===== config.mk =====
export PLATFORM = sky130hd
export DESIGN_NAME = axi_sram_read_slave
export DESIGN_NICKNAME = d
export VERILOG_FILES = /design/src/rtl/axi_sram_read_slave_pkg.sv /design/src/rtl/axi_burst_addr_gen.sv /design/src/rtl/axi_sram_read_slave.sv
export SDC_FILE = /design/constraint.sdc
export NUM_CORES = 1
export LEC_CHECK = 0
export ABC_AREA = 1
export CORE_UTILIZATION = 58
export DETAILED_ROUTE_END_ITERATION = 8
export DONT_BUFFER_PORTS = 1
export PLACE_DENSITY = 0.76
export SYNTH_ARGS = -nofsm -noshare
export SYNTH_HDL_FRONTEND = slang
export SYNTH_SLANG_ARGS = --single-unit
export TNS_END_PERCENT = 5

===== constraint.sdc =====
create_clock -name aclk -period 1.5 [get_ports aclk]
set_input_delay 0.15 -clock aclk [delete_from_list [all_inputs] [get_ports aclk]]
set_output_delay 0.15 -clock aclk [all_outputs]
set_load 0.05 [all_outputs]

===== src/rtl/axi_sram_read_slave_pkg.sv =====
// Shared AXI read-channel encodings: burst types, response codes and word size.
// Used by axi_sram_read_slave, axi_burst_addr_gen and the cache-side merger.
package axi_sram_read_slave_pkg;

  localparam logic [1:0] BURST_FIXED = 2'b00;
  localparam logic [1:0] BURST_INCR  = 2'b01;
  localparam logic [1:0] BURST_WRAP  = 2'b10;

  localparam logic [1:0] RESP_OKAY   = 2'b00;
  localparam logic [1:0] RESP_SLVERR = 2'b10;
  localparam logic [1:0] RESP_DECERR = 2'b11;

  localparam logic [2:0] ARSIZE_WORD = 3'b010;

  typedef enum logic {
    IDLE,
    BURST
  } state_t;

endpackage


===== src/rtl/axi_burst_addr_gen.sv =====
// Combinational next-word-address generator for FIXED/INCR/WRAP bursts.
// Ports: addr/len/burst in; next_addr, wrap_bad (illegal WRAP length) out.
// AXI_WRAP_BURST_EN: when undefined, every WRAP is flagged and no mask logic exists.
module axi_burst_addr_gen
  import axi_sram_read_slave_pkg::*;
#(
  parameter int ADDR_W = 12
) (
  input  logic [ADDR_W-1:0] addr,
  input  logic [7:0]        len,
  input  logic [1:0]        burst,
  output logic [ADDR_W-1:0] next_addr,
  output logic              wrap_bad
);

  logic [ADDR_W-1:0] inc;

  // Word address: INCR wraps naturally modulo the window.
  assign inc = addr + ADDR_W'(1);

`ifdef AXI_WRAP_BURST_EN
  logic [ADDR_W-1:0] mask;

  // Legal wrap lengths are 2/4/8/16 beats, so len itself is the word mask.
  assign mask = ADDR_W'(len[3:0]);

  always_comb begin
    next_addr = addr;
    wrap_bad  = 1'b0;
    unique case (burst)
      BURST_INCR: next_addr = inc;
      BURST_WRAP: begin
        next_addr = (addr & ~mask) | (inc & mask);
        wrap_bad  = !(len == 8'd1 || len == 8'd3 ||
                      len == 8'd7 || len == 8'd15);
      end
      default: next_addr = addr;
    endcase
  end
`else
  logic unused_len;

  assign unused_len = ^len;

  always_comb begin
    next_addr = addr;
    wrap_bad  = 1'b0;
    unique case (burst)
      BURST_INCR: next_addr = inc;
      BURST_WRAP: wrap_bad = 1'b1;
      default:    next_addr = addr;
    endcase
  end
`endif

endmodule


===== src/rtl/axi_sram_read_slave.sv =====
// AXI3 AR/R read responder in front of a synchronous-read SRAM (boot ROM/scratchpad).
// Ports: AR channel (arid..arvalid/arready), R channel (rid..rvalid/rready),
// SRAM port (ram_en, ram_addr, ram_rdata valid the cycle after ram_en).
// AXI_WRAP_BURST_EN: enables WRAP bursts; otherwise WRAP returns SLVERR.
module axi_sram_read_slave
  import axi_sram_read_slave_pkg::*;
#(
  parameter int          ADDR_W    = 12,
  parameter logic [31:0] BASE_ADDR = 32'h1fc0_0000,
  parameter int          ID_W      = 4
) (
  input  logic              aclk,
  input  logic              aresetn,
  input  logic [ID_W-1:0]   arid,
  input  logic [31:0]       araddr,
  input  logic [7:0]        arlen,
  input  logic [2:0]        arsize,
  input  logic [1:0]        arburst,
  input  logic              arvalid,
  output logic              arready,
  output logic [ID_W-1:0]   rid,
  output logic [31:0]       rdata,
  output logic [1:0]        rresp,
  output logic              rlast,
  output logic              rvalid,
  input  logic              rready,
  output logic              ram_en,
  output logic [ADDR_W-1:0] ram_addr,
  input  logic [31:0]       ram_rdata
);

  state_t            state;
  state_t            state_n;
  logic [ADDR_W-1:0] addr;
  logic [7:0]        len;
  logic [1:0]        burst;
  logic [1:0]        err;
  logic [8:0]        fetch_cnt;
  logic              ar_hs;
  logic              r_hs;
  logic              issue;
  logic [ADDR_W-1:0] gen_addr;
  logic [7:0]        gen_len;
  logic [1:0]        gen_burst;
  logic [ADDR_W-1:0] gen_next;
  logic              wrap_bad;
  logic [31:0]       offset;
  logic              dec_err;
  logic              slv_err;
  logic [1:0]        ar_resp;

  assign ar_hs = arvalid && arready;
  assign r_hs  = rvalid && rready;

  // A beat slot is taken whenever the output register is free or draining;
  // error bursts take the same slots but never touch the SRAM.
  assign issue = (state == BURST) && (fetch_cnt != 9'd0) &&
                 (!rvalid || rready);

  assign ram_en   = aresetn && issue && (err == RESP_OKAY);
  assign ram_addr = addr;
  assign rdata    = (err == RESP_OKAY) ? ram_rdata : 32'd0;

  // In IDLE the generator classifies the incoming request; in BURST it
  // steps the latched address.
  assign gen_addr  = (state == IDLE) ? araddr[ADDR_W+1:2] : addr;
  assign gen_len   = (state == IDLE) ? arlen : len;
  assign gen_burst = (state == IDLE) ? arburst : burst;

  axi_burst_addr_gen #(
    .ADDR_W(ADDR_W)
  ) u_addr_gen (
    .addr     (gen_addr),
    .len      (gen_len),
    .burst    (gen_burst),
    .next_addr(gen_next),
    .wrap_bad (wrap_bad)
  );

  assign offset  = araddr - BASE_ADDR;
  assign dec_err = (araddr < BASE_ADDR) || (|offset[31:ADDR_W+2]);
  assign slv_err = (arsize != ARSIZE_WORD) || (arburst == 2'b11) ||
                   wrap_bad;
  assign ar_resp = dec_err ? RESP_DECERR :
                   slv_err ? RESP_SLVERR : RESP_OKAY;

  always_ff @(posedge aclk) begin
    if (!aresetn) state <= IDLE;
    else          state <= state_n;
  end

  always_comb begin
    state_n = state;
    unique case (state)
      IDLE:    if (ar_hs) state_n = BURST;
      BURST:   if (r_hs && rlast) state_n = IDLE;
      default: state_n = IDLE;
    endcase
  end

  always_ff @(posedge aclk) begin
    if (!aresetn) begin
      arready   <= 1'b0;
      rvalid    <= 1'b0;
      rlast     <= 1'b0;
      rresp     <= RESP_OKAY;
      rid       <= '0;
      addr      <= '0;
      len       <= '0;
      burst     <= BURST_FIXED;
      err       <= RESP_OKAY;
      fetch_cnt <= '0;
    end else begin
      arready <= (state_n == IDLE);
      if (ar_hs) begin
        rid       <= arid;
        addr      <= araddr[ADDR_W+1:2];
        len       <= arlen;
        burst     <= arburst;
        err       <= ar_resp;
        fetch_cnt <= {1'b0, arlen} + 9'd1;
      end
      if (issue) begin
        addr      <= gen_next;
        fetch_cnt <= fetch_cnt - 9'd1;
        rvalid    <= 1'b1;
        rlast     <= (fetch_cnt == 9'd1);
        rresp     <= err;
      end else if (r_hs) begin
        rvalid <= 1'b0;
        rlast  <= 1'b0;
      end
    end
  end

endmodule


==> results of run 1 <==
logic make-up after synthesis:
family                     count (synthesis)  synth area share [%]
buffers and inverters                     80                  13.0
adders and majority gates                  4                  1.99
AOI/OAI and AO/OA                         64                  14.6
and+or+nand+nor                          221                  39.0
DFF                                       35                  27.8
xor gates and xnor gates                   9                  3.13
muxes                                      1                 0.447
area by class of cell:
type,instances,area [um2]
Clock buffer,7,76.3
Clock inverter,1,5.00
Fill cell,231,533
Inverter,64,243
Multi-Input combinational cell,299,1790
Sequential cell,35,711
Tap cell,50,62.6
Timing Repair Buffer,79,664
power by group:
part | internal (mW) | switching (mW)
clock network | 0.326 | 0.364
registers | 1.02 | 0.0767
logic | 0.597 | 1.19
total | 1.94 | 1.63
repair_timing:
item                                   in CTS  in global routing
setup endpoints to repair                  55                 57
setup buffers                               8                  4
hold buffers                                3                  0
gates resized for setup                    24                 14
pin swaps                                   7                  5
endpoints found under the hold margin      16                  0
per-stage QoR:
| stage | worst slack, ps | TNS, ps | total power [mW] |
|---|---|---|---|
| 2_1_floorplan | -84.1 | -2380 | 2.31 |
| 3_3_place_gp | -93.0 | -824 | 2.65 |
| 3_5_place_dp | -183 | -2800 | 2.70 |
| 4_1_cts | -294 | -4070 | 3.47 |
| 5_1_grt | -417 | -11090 | 3.73 |
| 6_report | -336 | -7860 | 3.57 |
state kept, by name (all words and copies together) (netlist names):
name       flops
burst          2
fetch_cnt      9
rresp          2
rlast          1
state          1
rid            4
err            2
ram_addr      12
arready        1
rvalid         1
cells in the final DEF (no fill, tap or decap), types with 8 or more instances in the layout:
cell / instances
dfxtp_1: 27
nand2_2: 12
a21oi_1: 18
o21ai_1: 13
dfxtp_2: 8
nor2_4: 36
o21ai_0: 16
nand2_1: 94
nor2_1: 34
nand3_1: 18
o211ai_1: 9
buf_4: 66
inv_1: 57
worst max-delay path, delay by kind of cell (launching register included):
| kind | cells | cell delay, ps |
|---|---|---|
| adders and majority gates | 1 | 170 |
| and+or+nand+nor | 6 | 490 |
| buffers and inverters | 4 | 390 |
| DFF | 1 | 350 |
path summary, 6_finish.rpt:
kind / endpoint / slack, ps / depth (start not counted)
setup / recovery: ram_en / -340 / 11
hold / removal: fetch_cnt[5] / -5 / 2
setup reg to reg: ram_addr[2] / -270 / 11
hold reg to reg: burst[1] / 490 / 2
layer usage:
metal	vias to the layer above	global-route usage [%]
met2	177	66.0
met1	1358	38.5
met4	0	14.6
li1	1435	-
met5	-	0
met3	25	10.0
==> reports/results.tsv, run 1 <==
stage	metric	value	unit
status	status	finished, violations left	
status	violations	negative hold slack, negative setup slack	
yosys	mappedNetlistArea	0.00252	mm2
yosys	synth_seq_cells	35	
layout	final_cells	535	
global_routing	overflow	0	
clock_tree	cts_tree	built	
critical_path	cp_cell_sequence	inv_2 > ha_4 > nand2_4 > nor2_4 > nand2_2 > nand3_4 > buf_12 > nor2_4 > inv_2 > nor2_4 > buf_12	
clock_tree	cts_root_buf	clkbuf_8	
critical_path	critPathCaptureType	output pin	
placed_design	hpwlAfterDp	5630	um
timing	drv_slew	0	
timing	hold_viol	1	
yosys	synth_cell_types	37	
timing	setup_violations	57	
placed_design	port_buffers	0	
detailed_routing	wl_met2	4260	um
timing	fmax	0.545	GHz
clock_tree	cts.sinks	35	
critical_path	worstSetupPathType	flop to output pin	
yosys	syn_inst	414	
detailed_routing	drt_iter0_markers	235	
yosys	synth_async_sr_flop_share	0	%
timing	period_share	122	%
yosys	synthTopCellsByCount	nand2_1 (100), nor2_1 (68), inv_1 (62)	
placed_design	dp_cells	512	
die	die_h	67.9	um
critical_path	startpoint	fetch_cnt[1]	
detailed_routing	vias	2995	
power_and_ir_drop	p_leak	1.67	nW
timing	worst_slew_pin_slew	517	ps
layout	fin_area	0.00355	mm2
critical_path	regToRegStartpoint	fetch_cnt[1]	
die	die_w	67.9	um
detailed_routing	wl_per_cell	15.5	um
global_routing	grt_max_degree	34	
placed_design	gp_congestion	0.898	
detailed_routing	wl_met3	781	um
clock_tree	cts_made_buffers	5	
layout	area_delta_synth_final	41.1	%
hold_path	hold_path.startpoint	aresetn	
timing	rsz0062_at_grt	yes	
die	core	0.00409	mm2
detailed_routing	viasPerCell	5.60	
global_routing	antenna_found_initial	0	
global_routing	track_usage	36.0	%
detailed_routing	first_pass_iters	6	
detailed_routing	m1WireLength	3070	um
clock_tree	clockBufferDepth	2	
power_and_ir_drop	power_density	1010	mW/mm2
timing	relSlewSlack	65.4	%
die	die-area	0.00461	mm2
layout	post-route-util	87.0	%
die	io_pins	139	
layout	diodes	0	
job	maxCapViolations	0	
critical_path	worst_path_max_delay_cell	dfxtp_2	
yosys	yosysMostFrequentCell	nand2_1	
die	start_util	61.6	%
yosys	yosysTopAreaCellShare	27.8	%
critical_path	critPathMaxStageDelay	350	ps
yosys	syn_area_per_cell	6.08	um2
clock_tree	clk_pin_slew	80	ps
critical_path	critPathMaxFanout	2	
yosys	seq_area_frac_synth	27.8	%
yosys	yosys.area.top_type	dfxtp_1	
timing	finalCriticalPeriod	1840	ps
timing	fin_hold_ws	-4.57	ps
global_routing	grt_pass1_wl	12100	um
placed_design	placed_area	0.00327	mm2
timing	fin_ws	-336	ps
critical_path	worstPathArrival	1690	ps
detailed_routing	drt_wl_total	8310	um
detailed_routing	highest_layer	met4	
power_and_ir_drop	peakVddDrop	850	uV
timing	clock-skew-final	5.79	ps
detailed_routing	ant_nets	0	
layout	final_nets	573	
critical_path	critPathMostFrequentCell	nor2_4	
clock_tree	insertion_delay	300	ps
yosys	yosysWarningCount	0	
critical_path	critPathRequiredTime	1350	ps
yosys	synth_ff_type	dfxtp_1	
die	fp-row-count	23	
yosys	synth_edf_count	0	
layout	drive_above_1_share	34.0	%
critical_path	startpoint_type	flop	
global_routing	grt_pass1_vias	2813	
clock_tree	cts_max_level	2	
yosys	ys_top_cells_by_area	dfxtp_1 (28%), nand2_1 (15%), nor2_1 (10%), inv_1 (9.2%), o21ai_0 (5.0%)	
yosys	synth_nets	503	
detailed_routing	drc	0	
hold_path	hold_path.class	input pin to flop	
Power figures use the tool's default switching activity.
==> run 2: changes to the inputs <==
Settings changed: CORE_UTILIZATION 58 to 49, PLACE_DENSITY 0.76 to 0.66, REMOVE_ABC_BUFFERS set to 1.
==> run 2 against run 1 <==
  * The run ends with negative setup slack left
  * Clock power grew 3.2%
  * Routed wire length shrank 2.1%
  * Register-to-register slack gained 110 ps
  * Count of clock-buffer cells in the layout shrank 2
  * First-iteration DRC count shrank 27%
  * Via count grew 2.3%
  * Cell count grew 10%
  * Non-clock buffer count grew 37
  * Die area grew 18%
  * Worst setup slack gained 140 ps
  * Utilization shrank 9.6 points
  * Global-route usage shrank 6.6 points
  * Critical path type unchanged
  * Largest power group unchanged
==> reports/results.tsv, run 2 (synthesized netlist as in run 1, its figures left out) <==
stage	metric	value	unit	change
power_and_ir_drop	peakVddDrop	640	uV	-25%
layout	final_nets	610		+6.5%
global_routing	grt_pass1_wl	12300	um	+1.5%
global_routing	track_usage	29.4	%	-6.6 points
critical_path	reg2reg_to	fetch_cnt[6]		
critical_path	cp_cell_sequence	inv_2 > ha_4 > nand2_4 > nor2_4 > nand2_2 > nand3_4 > nor2_4 > inv_2 > nor2_2 > buf_6		
power_and_ir_drop	power_density	982	mW/mm2	-2.3%
critical_path	r2r_slack	-160	ps	+110 ps
timing	relSlewSlack	60.3	%	-5.1 points
detailed_routing	vias	3063		+2.3%
detailed_routing	drt_iter0_markers	172		-27%
clock_tree	cts_tree	built		
timing	worst_slew_pin_slew	593	ps	+76.8 ps
critical_path	cpLargestDelayFamily	simple AND/OR/NAND/NOR gates		
critical_path	critPathCaptureType	output pin		
layout	area_delta_synth_final	48.9	%	
die	start_util	51.9	%	-9.7 points
hold_path	hold_path.startpoint	aresetn		
timing	finalCriticalPeriod	1690	ps	-145 ps
timing	setup_violations	29		-49%
layout	final_common_cell	nand2_1		
hold_path	hold_path.class	input pin to flop		
layout	largest_register_ffs	12		unchanged
timing	fmax	0.591	GHz	+8.5%
job	maxCapViolations	0		unchanged
layout	drive_above_1_share	34.5	%	+0.46 points
timing	hold_viol	0		-1
die	io_pins	139		unchanged
clock_tree	cts_root_buf	clkbuf_8		
layout	diodes	0		unchanged
placed_design	port_buffers	0		unchanged
detailed_routing	drc	0		unchanged
critical_path	cp_num_buf_inv	3		-1
critical_path	critPathMaxFanout	2		unchanged
timing	period_share	113	%	-9.6 points
detailed_routing	ant_nets	0		unchanged
die	fp-row-count	25		+8.7%
hold_path	hold_depth	2		unchanged
layout	final_cell_mix	nand2_1 (92), buf_4 (73), nor2_1 (61), inv_1 (57), buf_6 (38)		
detailed_routing	wl_per_cell	13.8	um	-11%
critical_path	worst_path_max_delay_cell	dfxtp_2		
placed_design	gp_congestion	0.915		+1.9%
global_routing	grt_max_degree	34		unchanged
die	die_h	73.7	um	+8.5%
clock_tree	cts_made_buffers	5		unchanged
clock_tree	cts.sinks	35		unchanged
clock_tree	clockBufferDepth	2		unchanged
global_routing	overflow	0		unchanged
hold_path	worstHoldEndpoint	fetch_cnt[5]		
critical_path	startpoint	fetch_cnt[1]		
critical_path	critPathRequiredTime	1350	ps	about the same
critical_path	worstRegToRegCells	11		unchanged
status	violations	negative setup slack		
critical_path	worstPathArrival	1540	ps	-150 ps
status	status	finished, violations left		
die	core	0.00485	mm2	+19%
critical_path	startpoint_type	flop		
layout	fillers	377		+63%
global_routing	grt_pass1_vias	2779		-1.2%
die	die-area	0.00543	mm2	+18%
critical_path	critPathMaxStageDelay	350	ps	about the same
critical_path	worstSetupPathType	flop to output pin		
timing	fin_ws	-192	ps	+145 ps
detailed_routing	viasPerCell	5.20		-7.1%
clock_tree	cts_max_level	2		unchanged
timing	clock-skew-final	3.42	ps	-2.37 ps
global_routing	antenna_found_initial	0		unchanged
timing	rsz0062_at_grt	yes		
clock_tree	insertion_delay	290	ps	about the same
timing	drv_slew	0		unchanged
detailed_routing	first_pass_iters	4		-2
detailed_routing	drt_wl_total	8140	um	-2.1%
power_and_ir_drop	p_total	3.68	mW	+3.1%
layout	post-route-util	77.4	%	-9.6 points
placed_design	hpwlAfterDp	5600	um	-0.40%
clock_tree	clk_pin_slew	80	ps	about the same
die	die_w	73.7	um	+8.5%
critical_path	regToRegStartpoint	fetch_cnt[1]		
power_and_ir_drop	p_leak	1.84	nW	+11%
## run 2: cell types whose count changed in the layout (fill, tap and decap cells not counted), moves of 4 or more
cell	before	now
nor2_2	2	6
buf_4	66	73
nor2_4	36	5
nor2_1	34	61
buf_6	7	38
nand2_2	12	16
dfxtp_1	27	32
dfxtp_2	8	3
## run 2: power breakdown
part | leakage, nW | internal (mW) | switching, mW
sequential | 0.288 | 1.02 | 0.0663
clock | 0.0408 | 0.332 | 0.380
combinational | 1.52 | 0.734 | 1.15
total | 1.84 | 2.08 | 1.60
## run 2: cell type report
cell class,instances,area (um2),area share (%)
Timing Repair Buffer,116,1040,27.8
Tap cell,67,83.8,2.23
Clock buffer,5,68.8,1.83
Sequential cell,35,704,18.8
Multi-Input combinational cell,299,1590,42.3
Clock inverter,3,23.8,0.634
Inverter,64,243,6.47
## run 2: layer usage
layer  track usage (%)  up-vias  routed length (um)
met5                 0        -                   0
met4              9.83        0                 119
met3              5.62       14                 560
met2              52.4      136                4290
li1                  -     1515                   -
met1              35.0     1398                3180
## run 2: worst max path at each step
stage	to	slack, ps	cells past startpoint
floorplan	ram_en	-630	9
detailed placement	ram_addr[7]	-130	13
global placement	fetch_cnt[1]	-60	13
finish	ram_en	-190	10
global route	ram_en	-280	10
CTS	ram_en	-200	10
## run 2: stage by stage
| stage | hold WS, ps | std cells | setup TNS [ps] | instance area [um2] | worst slack [ps] |
|---|---|---|---|---|---|
| finish | 0.955 | 589 | -2070 | 3750 | -192 |
| global route | 10.7 | 589 | -6740 | 3750 | -278 |
| CTS | 1.49 | 584 | -2470 | 3540 | -199 |
| detailed placement | 257 | 567 | -1660 | 3290 | -127 |
| global placement | 251 | 567 | -531 | 3290 | -63.7 |
| floorplan | 244 | 398 | -10340 | 2430 | -629 |
## run 2: timing repair
| item | CTS | global route |
|---|---|---|
| hold endpoints to repair | 16 | 0 |
| endpoints found under the setup margin | 54 | 57 |
| pin swaps | 4 | 11 |
| resized for setup | 25 | 65 |
| buffers inserted | 6 | 5 |
| hold buffers | 3 | 0 |
==> run 3: changes to the inputs <==
Settings changed: GPL_TIMING_DRIVEN set to 0.
==> run 3 against run 2 <==
  * The run ends with negative hold slack, negative setup slack left
  * Fmax decreased by 6.2%
  * Global-route usage shrank 2.0 points
  * Worst setup slack got worse by 110 ps
  * Utilization down 10 points
  * Clock skew rose by 3.1 ps
  * Sequential power grew 19%
  * Routed wire length shrank 7.3%
  * Die area did not move
  * Combinational power fell by 26%
  * Register-to-register slack got worse by 80 ps
  * Final area shrank 13%
  * Critical path type unchanged
  * Critical endpoint unchanged
  * Largest power group unchanged
  * Highest routed layer unchanged
==> reports/results.tsv, run 3 (synthesized netlist as in run 1, its figures left out) <==
stage	metric	value	unit	change
status	status	finished, violations left		
status	violations	negative hold slack, negative setup slack		
detailed_routing	first_pass_iters	5		+1
timing	clock-skew-final	6.49	ps	+3.07 ps
critical_path	critPathMaxFanout	4		+2
die	die_h	73.7	um	unchanged
power_and_ir_drop	p_total	3.60	mW	-2.4%
clock_tree	cts_made_buffers	5		unchanged
placed_design	gp_congestion	0.821		-10%
critical_path	worstSetupPathType	flop to output pin		
detailed_routing	wl_per_cell	15.1	um	+9.2%
global_routing	grt_max_degree	34		unchanged
power_and_ir_drop	peakVddDrop	594	uV	-7.1%
die	start_util	51.9	%	unchanged
timing	fin_ws	-304	ps	-113 ps
timing	setup_violations	56		+93%
layout	final_nets	521		-15%
global_routing	grt_pass1_vias	2445		-12%
layout	final_common_cell	nand2_1		
critical_path	r2r_slack	-240	ps	-80 ps
die	die_w	73.7	um	unchanged
timing	period_share	120	%	+7.5 points
clock_tree	cts_max_level	2		unchanged
layout	drive_above_1_share	28.9	%	-5.6 points
layout	fillers	446		+18%
layout	largest_register_ffs	12		unchanged
critical_path	critPathCaptureType	output pin		
layout	diodes	0		unchanged
critical_path	startpoint_type	flop		
placed_design	port_buffers	0		unchanged
timing	fin_hold_ws	-41.6	ps	-42.5 ps
placed_design	hpwlAfterDp	4570	um	-19%
layout	multi_input_area	0.00184	mm2	+16%
detailed_routing	drt_wl_total	7540	um	-7.3%
clock_tree	cts_tree	built		
die	die-area	0.00543	mm2	unchanged
global_routing	antenna_found_initial	0		unchanged
layout	post-route-util	67.2	%	-10 points
hold_path	hold_path.class	input pin to flop		
detailed_routing	drc	0		unchanged
timing	relSlewSlack	62.5	%	+2.2 points
timing	hold_viol	17		+17
timing	worst_slew_pin_slew	561	ps	-32.1 ps
global_routing	track_usage	27.3	%	-2.0 points
critical_path	cp_cell_sequence	inv_2 > ha_4 > nand2_4 > nor2_4 > nand2_4 > nand3_4 > nor2_4 > inv_2 > nor2_4		
detailed_routing	drt_iter0_markers	159		-7.6%
hold_path	hold_path.startpoint	aresetn		
detailed_routing	viasPerCell	5.45		+4.7%
critical_path	regToRegStartpoint	state		
clock_tree	cts_root_buf	clkbuf_8		
die	fp-row-count	25		unchanged
critical_path	reg2reg_to	ram_addr[8]		
critical_path	cp_num_buf_inv	2		-1
clock_tree	clk_pin_slew	80	ps	about the same
global_routing	grt_pass1_wl	11200	um	-9.0%
critical_path	critPathMostFrequentCell	nor2_4		
clock_tree	cts_hold_buffers	1		-2
die	core	0.00485	mm2	unchanged
layout	seqCellArea	727	um2	+3.2%
hold_path	hold_depth	2		unchanged
timing	rsz0062_at_grt	yes		
power_and_ir_drop	p_leak	1.41	nW	-24%
layout	final_cell_mix	nand2_1 (96), inv_1 (56), nor2_4 (38), nor2_1 (31), o21ai_0 (21)		
die	io_pins	139		unchanged
detailed_routing	ant_nets	0		unchanged
layout	area_delta_synth_final	29.3	%	
critical_path	critPathMaxStageDelay	340	ps	about the same
timing	finalCriticalPeriod	1800	ps	+113 ps
power_and_ir_drop	power_density	1100	mW/mm2	+12%
clock_tree	cts.sinks	35		unchanged
timing	drv_slew	0		unchanged
job	maxCapViolations	0		unchanged
clock_tree	clockBufferDepth	2		unchanged
timing	fmax	0.554	GHz	-6.2%
critical_path	worst_path_max_delay_cell	dfxtp_2		
clock_tree	insertion_delay	300	ps	about the same
critical_path	worstPathArrival	1650	ps	+110 ps
critical_path	cpLargestDelayFamily	simple AND/OR/NAND/NOR gates		
critical_path	critPathRequiredTime	1350	ps	about the same
global_routing	overflow	0		unchanged
detailed_routing	vias	2723		-11%
hold_path	worstHoldEndpoint	ram_addr[1]		
critical_path	worstRegToRegCells	10		-1
run 3: cell types whose count changed in the layout (fill, tap and decap cells not counted), sizes merged:
cell | before | now
buf | 113 | 25
inv | 65 | 62
dlygate4sd3 | 3 | 1
bufinv | 0 | 1
clkinv | 0 | 1
clkinvlp | 2 | 3
or2 | 3 | 4
run 3: timing repair:
action,in CTS,in global routing
setup buffers,21,4
gates resized for setup,92,33
setup endpoints to repair,67,58
endpoints found under the hold margin,19,11
gates cloned,0,1
pin swaps,8,6
run 3: metal layers:
metal	part of all wire [%]	track usage [%]	wire, um	vias to the layer above
met4	2.3	12.0	172	0
li1	-	-	-	1335
met2	50	48.4	3810	128
met3	8.0	6.04	602	13
met1	39	31.3	2960	1247
met5	0	0	0	-
run 3: cell type report:
type                       instances  area share (%)
sequential                        35            22.3
multi-input combinational        300            56.4
tap                               67            2.57
timing repair buffer              26            7.15
inverter                          64            8.03
clock inverter                     3            1.46
clock buffer                       5            2.11
run 3: how the worst max path moves through the flow:
stage            startpoint     end  slack, ps  cells past startpoint
6_report       fetch_cnt[0]  ram_en       -300                      9
5_1_grt        fetch_cnt[0]  ram_en       -370                      9
4_1_cts        fetch_cnt[0]  ram_en       -330                      9
3_5_place_dp          state  ram_en      -1230                      4
3_3_place_gp          state  ram_en      -1150                      4
2_1_floorplan  fetch_cnt[0]  ram_en       -630                      9
run 3: where the power goes:
part	leakage, nW	internal, mW	total (mW)	switching [mW]
clock network	0.0587	0.504	0.904	0.400
registers	0.294	1.02	1.29	0.267
logic	1.05	0.450	1.40	0.951
run 3: through the flow:
stage	worst slack [ps]	TNS (ps)	instance area (um2)	cells
3_5_place_dp	-1230	-32830	2520	465
4_1_cts	-333	-11910	3090	495
3_3_place_gp	-1150	-31270	2520	465
5_1_grt	-371	-10530	3260	500
6_report	-304	-6740	3260	500
2_1_floorplan	-629	-10340	2430	398
